`src/rtl/pdm_tx_pkg.sv`:
```
// Shared types and arithmetic helpers for the PCM-to-PDM transmitter.
package pdm_tx_pkg;

  typedef enum logic {
    CH0 = 1'b0,
    CH1 = 1'b1
  } ch_e;

  function automatic int unsigned acc_width(input int unsigned data_width,
                                            input int unsigned acc_ext);
    return data_width + acc_ext;
  endfunction

  function automatic longint full_scale(input int unsigned data_width);
    return longint'(1) <<< (data_width - 1);
  endfunction

  // Symmetric clamp to +/-(2^(w-1)-1) so the integrators never wrap.
  function automatic longint sat_add(input longint a, input longint b,
                                     input int unsigned w);
    longint lim;
    longint s;
    lim = (longint'(1) <<< (w - 1)) - 1;
    s   = a + b;
    if (s > lim) return lim;
    if (s < -lim) return -lim;
    return s;
  endfunction

endpackage

```
`src/rtl/pdm_sd2_mod.sv`:
```
// One step of the 2nd-order sigma-delta modulator (purely combinational).
module pdm_sd2_mod
  import pdm_tx_pkg::*;
#(
  parameter int unsigned DATA_WIDTH = 16,
  parameter int unsigned ACC_EXT    = 4,
  localparam int unsigned W         = DATA_WIDTH + ACC_EXT
) (
  input  logic signed [DATA_WIDTH-1:0] x,
  input  logic signed [W-1:0]          i1,
  input  logic signed [W-1:0]          i2,
  input  logic                         y,
  output logic signed [W-1:0]          i1_next,
  output logic signed [W-1:0]          i2_next,
  output logic                         y_next
);

  localparam longint FS = full_scale(DATA_WIDTH);

  longint xe;
  longint fb;
  longint i1_s;
  longint i2_s;

  always_comb begin
    xe      = longint'(x);
    fb      = y ? FS : -FS;
    i1_s    = sat_add(longint'(i1), xe - fb, W);
    i2_s    = sat_add(longint'(i2), i1_s - fb, W);
    i1_next = W'(i1_s);
    i2_next = W'(i2_s);
    y_next  = (i2_s >= 0);
  end

endmodule

```
`src/rtl/pdm_tx.sv`:
```
// PCM-to-PDM transmitter: stream buffering, PDM clock divider, zero-order
// hold and a shared 2nd-order modulator time-multiplexed across channels.
module pdm_tx
  import pdm_tx_pkg::*;
#(
  parameter int unsigned DATA_WIDTH = 16,
  parameter int unsigned ACC_EXT    = 4
) (
  input  logic                  clk_i,
  input  logic                  rstn_i,
  input  logic                  cfg_en_i,
  input  logic                  cfg_stereo_i,
  input  logic [7:0]            cfg_clkdiv_i,
  input  logic [9:0]            cfg_oversample_i,
  input  logic [DATA_WIDTH-1:0] pcm_data_i,
  input  logic                  pcm_data_valid_i,
  output logic                  pcm_data_ready_o,
  output logic                  pdm_clk_o,
  output logic                  pdm_data_o,
  output logic                  underrun_o
);

  localparam int unsigned W = acc_width(DATA_WIDTH, ACC_EXT);

  logic [7:0]            div_cnt;
  logic [9:0]            os_cnt;
  logic [9:0]            os_last;
  logic                  started;
  logic [DATA_WIDTH-1:0] cur [2];
  logic [DATA_WIDTH-1:0] nxt [2];
  logic [1:0]            full;
  ch_e                   ptr;
  logic signed [W-1:0]   i1 [2];
  logic signed [W-1:0]   i2 [2];
  logic [1:0]            y;

  logic                  toggle;
  logic                  rise;
  logic                  fall;
  logic                  boundary;
  logic                  accept;
  logic                  step;
  logic                  missing;
  logic [1:0]            active;
  logic [1:0]            load;
  ch_e                   sel;
  logic signed [DATA_WIDTH-1:0] x;
  logic signed [W-1:0]   i1_next;
  logic signed [W-1:0]   i2_next;
  logic                  y_next;

  // The first rise after enable is always a boundary so sample 0 (or an
  // underrun) is resolved there; later boundaries follow every os rises.
  always_comb begin
    toggle           = (div_cnt >= cfg_clkdiv_i);
    rise             = toggle & ~pdm_clk_o;
    fall             = toggle & pdm_clk_o;
    os_last          = (cfg_oversample_i == '0) ? '0 : cfg_oversample_i - 10'd1;
    boundary         = rise & (~started | (os_cnt >= os_last));
    active           = {cfg_stereo_i, 1'b1};
    load             = boundary ? (active & full) : '0;
    missing          = boundary & ((active & ~full) != '0);
    pcm_data_ready_o = cfg_en_i & ~full[ptr];
    accept           = pcm_data_valid_i & pcm_data_ready_o;
    sel              = (fall & cfg_stereo_i) ? CH1 : CH0;
    step             = rise | (fall & cfg_stereo_i);
    x                = (sel == CH0 && load[CH0]) ? nxt[CH0] : cur[sel];
  end

  pdm_sd2_mod #(
    .DATA_WIDTH(DATA_WIDTH),
    .ACC_EXT   (ACC_EXT)
  ) u_mod (
    .x      (x),
    .i1     (i1[sel]),
    .i2     (i2[sel]),
    .y      (y[sel]),
    .i1_next(i1_next),
    .i2_next(i2_next),
    .y_next (y_next)
  );

  always_ff @(posedge clk_i or negedge rstn_i) begin
    if (!rstn_i) begin
      div_cnt    <= '0;
      os_cnt     <= '0;
      started    <= 1'b0;
      pdm_clk_o  <= 1'b0;
      pdm_data_o <= 1'b0;
      underrun_o <= 1'b0;
      cur        <= '{default: '0};
      nxt        <= '{default: '0};
      full       <= '0;
      ptr        <= CH0;
      i1         <= '{default: '0};
      i2         <= '{default: '0};
      y          <= '0;
    end else if (!cfg_en_i) begin
      div_cnt    <= '0;
      os_cnt     <= '0;
      started    <= 1'b0;
      pdm_clk_o  <= 1'b0;
      pdm_data_o <= 1'b0;
      underrun_o <= 1'b0;
      cur        <= '{default: '0};
      nxt        <= '{default: '0};
      full       <= '0;
      ptr        <= CH0;
      i1         <= '{default: '0};
      i2         <= '{default: '0};
      y          <= '0;
    end else begin
      if (toggle) begin
        div_cnt   <= '0;
        pdm_clk_o <= ~pdm_clk_o;
      end else begin
        div_cnt <= div_cnt + 8'd1;
      end
      if (rise) begin
        started <= 1'b1;
        os_cnt  <= boundary ? '0 : os_cnt + 10'd1;
      end
      underrun_o <= missing;
      for (int unsigned c = 0; c < 2; c++) begin
        if (load[c]) begin
          cur[c]  <= nxt[c];
          full[c] <= 1'b0;
        end
      end
      // Acceptance needs full[ptr] clear, so it never collides with a load.
      if (accept) begin
        nxt[ptr]  <= pcm_data_i;
        full[ptr] <= 1'b1;
        if (cfg_stereo_i) ptr <= (ptr == CH0) ? CH1 : CH0;
      end
      if (step) begin
        i1[sel]    <= i1_next;
        i2[sel]    <= i2_next;
        y[sel]     <= y_next;
        pdm_data_o <= y_next;
      end
    end
  end

endmodule

```
`config.mk`:
```
export PLATFORM = sky130hd
export DESIGN_NAME = pdm_tx
export DESIGN_NICKNAME = d
export VERILOG_FILES = /design/src/rtl/pdm_tx_pkg.sv /design/src/rtl/pdm_sd2_mod.sv /design/src/rtl/pdm_tx.sv
export SDC_FILE = /design/constraint.sdc
export NUM_CORES = 1
export LEC_CHECK = 0
export BUFFER_PORTS_ARGS = -buffer_cell sky130_fd_sc_hd__buf_2
export CAP_MARGIN = 20
export CORE_UTILIZATION = 25
export DETAILED_ROUTE_END_ITERATION = 8
export GPL_TIMING_DRIVEN = 0
export SYNTH_ARGS = -nofsm -noshare
export SYNTH_HDL_FRONTEND = slang
export SYNTH_SLANG_ARGS = --single-unit
```
`constraint.sdc`:
```
create_clock -name clk_i -period 24.3 [get_ports clk_i]
set_input_delay 2.43 -clock clk_i [delete_from_list [all_inputs] [get_ports clk_i]]
set_output_delay 2.43 -clock clk_i [all_outputs]
set_load 0.1 [all_outputs]
```
==> results of run 1 <==
## cell usage in the layout (no fill, tap or decap), types with 7 or more instances in the layout
master / netlist / final
nor2_1: 212 / 212
nand2_1: 196 / 196
a21oi_1: 182 / 182
dfrtp_1: 171 / 171
ha_1: 138 / 138
inv_1: 109 / 107
mux2i_1: 89 / 89
o21ai_0: 75 / 75
clkbuf_1: 71 / 71
fa_1: 63 / 63
buf_2: 18 / 59
xnor2_1: 49 / 49
o21ai_1: 46 / 46
a211oi_1: 41 / 41
xor2_1: 41 / 41
nand3_1: 38 / 38
nor3_1: 37 / 37
nand4_1: 34 / 34
a22o_1: 33 / 33
a21o_1: 32 / 32
o21a_1: 19 / 19
a31oi_1: 19 / 19
nor4_1: 17 / 17
clkbuf_16: 0 / 17
o21bai_1: 16 / 16
nand2b_1: 15 / 15
and3_1: 14 / 14
o211ai_1: 13 / 13
buf_1: 13 / 13
a21oi_2: 12 / 12
nor2b_1: 11 / 11
o21ai_2: 11 / 11
o31ai_1: 11 / 11
or3_1: 8 / 8
or4_1: 8 / 8
or2_2: 7 / 7
## per-stage QoR
step	utilization	worst slack, ps	total power (uW)
after detailed placement	0.2741	6454	1056
final	0.2836	6855	1360
after CTS	0.2836	6863	1355
after global placement	0.2727	4521	1054
after floorplan	-	8518	857.3
after global routing	0.2836	5829	1463
## routing by layer
metal | vias to the layer above | wire [um]
li1 | 7263 | -
met1 | 7203 | 23200
met2 | 412 | 23510
met3 | 68 | 2587
met4 | 0 | 1049
met5 | - | 0
## worst register-to-register path, delay by kind of cell, from the launching register on
family,cells,cell delay (ps)
flops,1,420
xor+xnor,1,300
compound gates,17,4560
buf+inv,9,3270
mux,1,440
simple gates,14,3720
fa+ha+maj,8,2870
## power groups by stage
stage	logic (uW)	registers, uW	clock network, uW
2_1_floorplan	559	299	0
3_3_place_gp	755	300	0
3_5_place_dp	757	299	0
4_1_cts	761	294	300
5_1_grt	858	295	311
6_report	770	294	295
## flip-flops by register name, indices dropped and copies added (netlist names)
signal and count:
started 1, y 2, full 2, pdm_data_o 1, i1 40, os_cnt 10, pdm_clk_o 1, nxt 32
div_cnt 8, i2 40, ptr 1, underrun_o 1, cur 32
## worst max path at each step
stage                   to  slack [ps]  cells past startpoint
floorplan           i2[19]        8520                     48
global placement    i2[19]        4520                     47
detailed placement  i2[19]        6450                     57
CTS                 i2[19]        6860                     57
global route        i2[19]        5830                     55
finish              i2[19]        6850                     57
## layout make-up
type | instances | area [um2]
fill | 7072 | 47190
multi-input combinational | 1601 | 11520
sequential | 171 | 4279
tap | 864 | 1081
buffer | 108 | 457.9
clock buffer | 18 | 439.2
inverter | 110 | 415.4
timing repair buffer | 47 | 302.8
clock inverter | 14 | 182.7
## logic make-up (layout without fill, tap and decap cells)
kind of cell	Yosys count	count (layout)	synth area share
and+or+nand+nor	642	642	0.1805
xor gates and xnor gates	91	91	0.04827
DFF	171	171	0.2567
buffers and inverters	218	297	0.05224
adders and majority gates	201	201	0.1793
AOI/OAI and AO/OA	575	575	0.2275
muxes	92	92	0.05547
==> flow_metrics.env, run 1 <==
export IMPL_numCtsBuffers=17
export IMPL_reg2reg_to="i2[19]"
export IMPL_ys_seq_area_frac=0.2567
export IMPL_io_buffers=42
export IMPL_cts_resized=0
export IMPL_antenna_cells=0
export IMPL_synth_most_common_cell="nor2_1"
export IMPL_start_kind="primary input"
export IMPL_fin_crit_ps=17450
export IMPL_synthFlopType="dfrtp_1"
export IMPL_ir_drop_uv=47.49
export IMPL_crit_fanout=10
export IMPL_hold_viol=0
export IMPL_rsz0062_at_grt="false"
export IMPL_worstSetupStartpoint="cfg_oversample_i[7]"
export IMPL_end_kind="flip-flop"
export IMPL_clock_sinks=171
export IMPL_synthArstFlopShare=1.000
export IMPL_drv_slew=0
export IMPL_dpl_cell_area_um2=18050
export IMPL_critical_path_max_stage_delay_ps=670
export IMPL_rr_worst_depth=50
export IMPL_max_freq_ghz=0.05732
export IMPL_hold_depth=1
export IMPL_wirelength_um=50350
export IMPL_synth_commonest_cells="212 x nor2_1, 196 x nand2_1, 182 x a21oi_1"
export IMPL_use_met2=0.2435
export IMPL_fin_cells=2933
export IMPL_synthesis_area_um2=16670
export IMPL_dr_pass1_iters=5
export IMPL_max_clock_path_buffers=2
export IMPL_post_dp_hpwl_um=39740
export IMPL_grt_pass1_wl_um=80700
export IMPL_antenna_found_initial=0
export IMPL_intPower_uw=711.3
export IMPL_cp_slowest_cell="or4b_2"
export IMPL_route_detailed_wl_per_inst_um=17.17
export IMPL_cp_data_required_time_ps=24690
export IMPL_row_count=94
export IMPL_hold_start="os_cnt[9]"
export IMPL_synth_yosys_warnings=0
export IMPL_drt_iter0_drc=1514
export IMPL_die_y_um=260.2
export IMPL_nets=2296
export IMPL_clock_latency_ps=460
export IMPL_ios=43
export IMPL_swShare=0.4769
export IMPL_r2r_start="div_cnt[0]"
export IMPL_worstMarginPinSlew_ps=955.6
export IMPL_postSynthNetCount=2230
export IMPL_synth_edff_count=0
export IMPL_power_frac_seq=0.216
export IMPL_relSlewSlack=0.3629
export IMPL_ant_nets=0
export IMPL_layout_drive_gt1_share=0.08265
export IMPL_cts_setup_buffers=0
export IMPL_dieArea_um2=67710
export IMPL_core_um2=65860
export IMPL_syn_inst=1990
export IMPL_grt_use_met1=0.2056
export IMPL_synthDominantCellAreaShare=0.2567
export IMPL_grt_max_degree=116
export IMPL_crit_family="simple AND/OR/NAND/NOR gates"
export IMPL_place_congestion=0.9372
export IMPL_hold_slack_ps=502.8
export IMPL_skew_ps=14.07
export IMPL_drc=0
export IMPL_dpl_cell_count=2901
export IMPL_powerDensity_nw_per_um2=72.81
export IMPL_leakage_uw=0.008495
export IMPL_synth_area_leaders="dfrtp_1 26%, ha_1 10%, fa_1 7.6%, a21oi_1 5.5%, mux2i_1 5.3%"
export IMPL_syn_area_per_cell_um2=8.376
export IMPL_cts_tree="done"
export IMPL_initial_core_util=0.2531
export IMPL_vias=14950
export IMPL_stdcell_area_um2=18680
export IMPL_crit_type="in2reg"
export IMPL_r2r_slack_ps=8650
export IMPL_setup_tns_final_ps=0
export IMPL_use_met3=0.01969
export IMPL_timing_final_crit_share=0.7179
export IMPL_top_usage_layer="met2"
export IMPL_vias_per_cell=5.096
export IMPL_status="finished, final reports clean"
export IMPL_crit_buf_inv=9
export IMPL_die_w_um=260.2
export IMPL_final_setup_viol_count=0
export IMPL_worstPathArrival_ps=17840
export IMPL_synth_top_cell_by_area="dfrtp_1"
export IMPL_max_cap_violations=0
export IMPL_postCtsHoldBufs=0
export IMPL_p_switching_uw=648.5
export IMPL_grt_pass1_vias=14480
export IMPL_p_comb_frac=0.566
export IMPL_area_delta_synth_final_pct=12.05
export IMPL_whs_endpoint="os_cnt[9]"
export IMPL_synth_distinct_cells=94
export IMPL_grt_util_all_layers=0.1493
export IMPL_pwr_share_clk=0.217
export IMPL_path_clk_slew_ps=70
export IMPL_synth_seq_cells=171
export IMPL_cts_root_buf="clkbuf_16"
export IMPL_hold_class="reg2reg"
export IMPL_htree_num_levels=4
export IMPL_grt_remaining_overflow=0
Note: power is estimated with default switching activity, not from simulation.
==> inputs of run 2 (changes only) <==
- clock period: 24.3 -> 16.67 ns (I/O delays scaled with it)
==> run 2 against run 1 <==
Against the previous run: worst hold slack gained 1.7 ps; largest cell class unchanged; clock skew is essentially flat; critical endpoint is now i2[6]; final area grew 0.24%; core utilization grew 0.068 points; clock power grew 46%; sequential cell count is the same; die area is the same; critical path type unchanged; largest power group unchanged.
==> flow_metrics.env, run 2 (synthesized netlist as in run 1, its figures left out) <==
export IMPL_final_setup_viol_count=0
export IMPL_crit_buf_inv=9
export IMPL_route_detailed_wl_per_inst_um=17.15
export IMPL_layout_common_cells="212 x nor2_1, 196 x nand2_1, 181 x a21oi_1, 171 x dfrtp_1, 138 x ha_1"
export IMPL_core_um2=65860
export IMPL_powerDensity_nw_per_um2=105.9
export IMPL_worstSetupStartpoint="cfg_oversample_i[7]"
export IMPL_cp_slowest_cell="or4b_2"
export IMPL_drt_iter0_drc=1419
export IMPL_skew_ps=13.76
export IMPL_dr_pass1_iters=5
export IMPL_grt_util_all_layers=0.1491
export IMPL_crit_type="in2reg"
export IMPL_vias=14970
export IMPL_layout_drive_gt1_share=0.08792
export IMPL_max_freq_ghz=0.06383
export IMPL_ios=43
export IMPL_rsz0062_at_grt="false"
export IMPL_die_y_um=260.2
export IMPL_grt_pass1_vias=14470
export IMPL_leakage_uw=0.008522
export IMPL_crit_family="simple AND/OR/NAND/NOR gates"
export IMPL_setup_tns_final_ps=0
export IMPL_antenna_found_initial=0
export IMPL_power_uw=1983
export IMPL_hold_viol=0
export IMPL_reg_top3="i1 (40), i2 (40)"
export IMPL_fin_cells=2934
export IMPL_grt_pass1_wl_um=80640
export IMPL_nets=2297
export IMPL_htree_num_levels=4
export IMPL_path_clk_slew_ps=70
export IMPL_io_buffers=42
export IMPL_cp_depth=57
export IMPL_grt_max_degree=116
export IMPL_r2r_start="div_cnt[0]"
export IMPL_place_congestion=0.9372
export IMPL_fin_crit_ps=15670
export IMPL_clock_sinks=171
export IMPL_end_kind="flip-flop"
export IMPL_crit_fanout=10
export IMPL_dieArea_um2=67710
export IMPL_drc=0
export IMPL_cts_tree="done"
export IMPL_critical_path_max_stage_delay_ps=670
export IMPL_relSlewSlack=0.3653
export IMPL_cts_root_buf="clkbuf_16"
export IMPL_vias_per_cell=5.103
export IMPL_crit_top_cell="ha_1"
export IMPL_postCtsHoldBufs=0
export IMPL_hold_class="reg2reg"
export IMPL_max_clock_path_buffers=2
export IMPL_numCtsBuffers=17
export IMPL_clock_latency_ps=460
export IMPL_max_cap_violations=0
export IMPL_ir_drop_uv=70.76
export IMPL_reg2reg_to="i2[6]"
export IMPL_antenna_cells=0
export IMPL_die_w_um=260.2
export IMPL_ant_nets=0
export IMPL_cp_data_required_time_ps=17050
export IMPL_grt_remaining_overflow=0
export IMPL_worstPathArrival_ps=16050
export IMPL_initial_core_util=0.2531
export IMPL_area_delta_synth_final_pct=12.32
export IMPL_dpl_cell_count=2901
export IMPL_start_kind="primary input"
export IMPL_wirelength_um=50330
export IMPL_timing_final_crit_share=0.9398
export IMPL_r2r_slack_ps=1900
export IMPL_status="finished, final reports clean"
export IMPL_row_count=94
export IMPL_post_dp_hpwl_um=39740
export IMPL_endpoint="i2[6]"
export IMPL_final_common_cell="nor2_1"
export IMPL_worstMarginPinSlew_ps=952.1
export IMPL_drv_slew=0
export IMPL_rr_worst_depth=49
run 2: timing repair:
item                       in CTS  in global routing
setup endpoints to repair       1                 40
resized for setup               0                 14
buffers inserted                0                  2
cloned                          0                  0
run 2: worst min-delay path by stage:
stage	slack, ps	cells after the start	start	to
floorplan	450	1	os_cnt[9]	os_cnt[9]
global placement	480	1	nxt[19]	nxt[19]
detailed placement	480	1	nxt[8]	nxt[8]
CTS	510	1	nxt[8]	nxt[8]
global route	520	1	nxt[8]	nxt[8]
finish	500	1	nxt[9]	nxt[9]
run 2: stage by stage:
step | area [um2] | worst slack (ps) | hold slack [ps] | util
finish | 18720 | 1003 | 504.5 | 0.2843
global route | 18720 | 69.58 | 517.2 | 0.2843
CTS | 18670 | 298.9 | 508.2 | 0.2835
detailed placement | 18050 | -413.2 | 484.3 | 0.2741
global placement | 17960 | -2346 | 481.1 | 0.2727
floorplan | 16670 | 1651 | 451.8 | -
run 2: cell type report:
| cell class | instances | area [um2] |
|---|---|---|
| Clock buffer | 18 | 439.2 |
| Buffer | 107 | 460.4 |
| Tap cell | 864 | 1081 |
| Inverter | 110 | 419.2 |
| Sequential cell | 171 | 4279 |
| Multi-Input combinational cell | 1601 | 11540 |
| Fill cell | 7072 | 47140 |
| Clock inverter | 14 | 182.7 |
| Timing Repair Buffer | 49 | 317.8 |
run 2: metal layers:
| layer | global-route usage | share of wire | vias to the layer above | routed length, um |
|---|---|---|---|---|
| met5 | 0 | 0 | - | 0 |
| met4 | 0.03850 | 0.019 | 0 | 935 |
| met3 | 0.01979 | 0.049 | 58 | 2451 |
| met2 | 0.2437 | 0.47 | 394 | 23510 |
| met1 | 0.2054 | 0.47 | 7254 | 23440 |
| li1 | - | - | 7265 | - |
run 2: report_power, final:
part	total (uW)	switching [uW]	internal, uW
Combinational	1120	751	372
Sequential	429	6.16	423
Clock	431	188	244
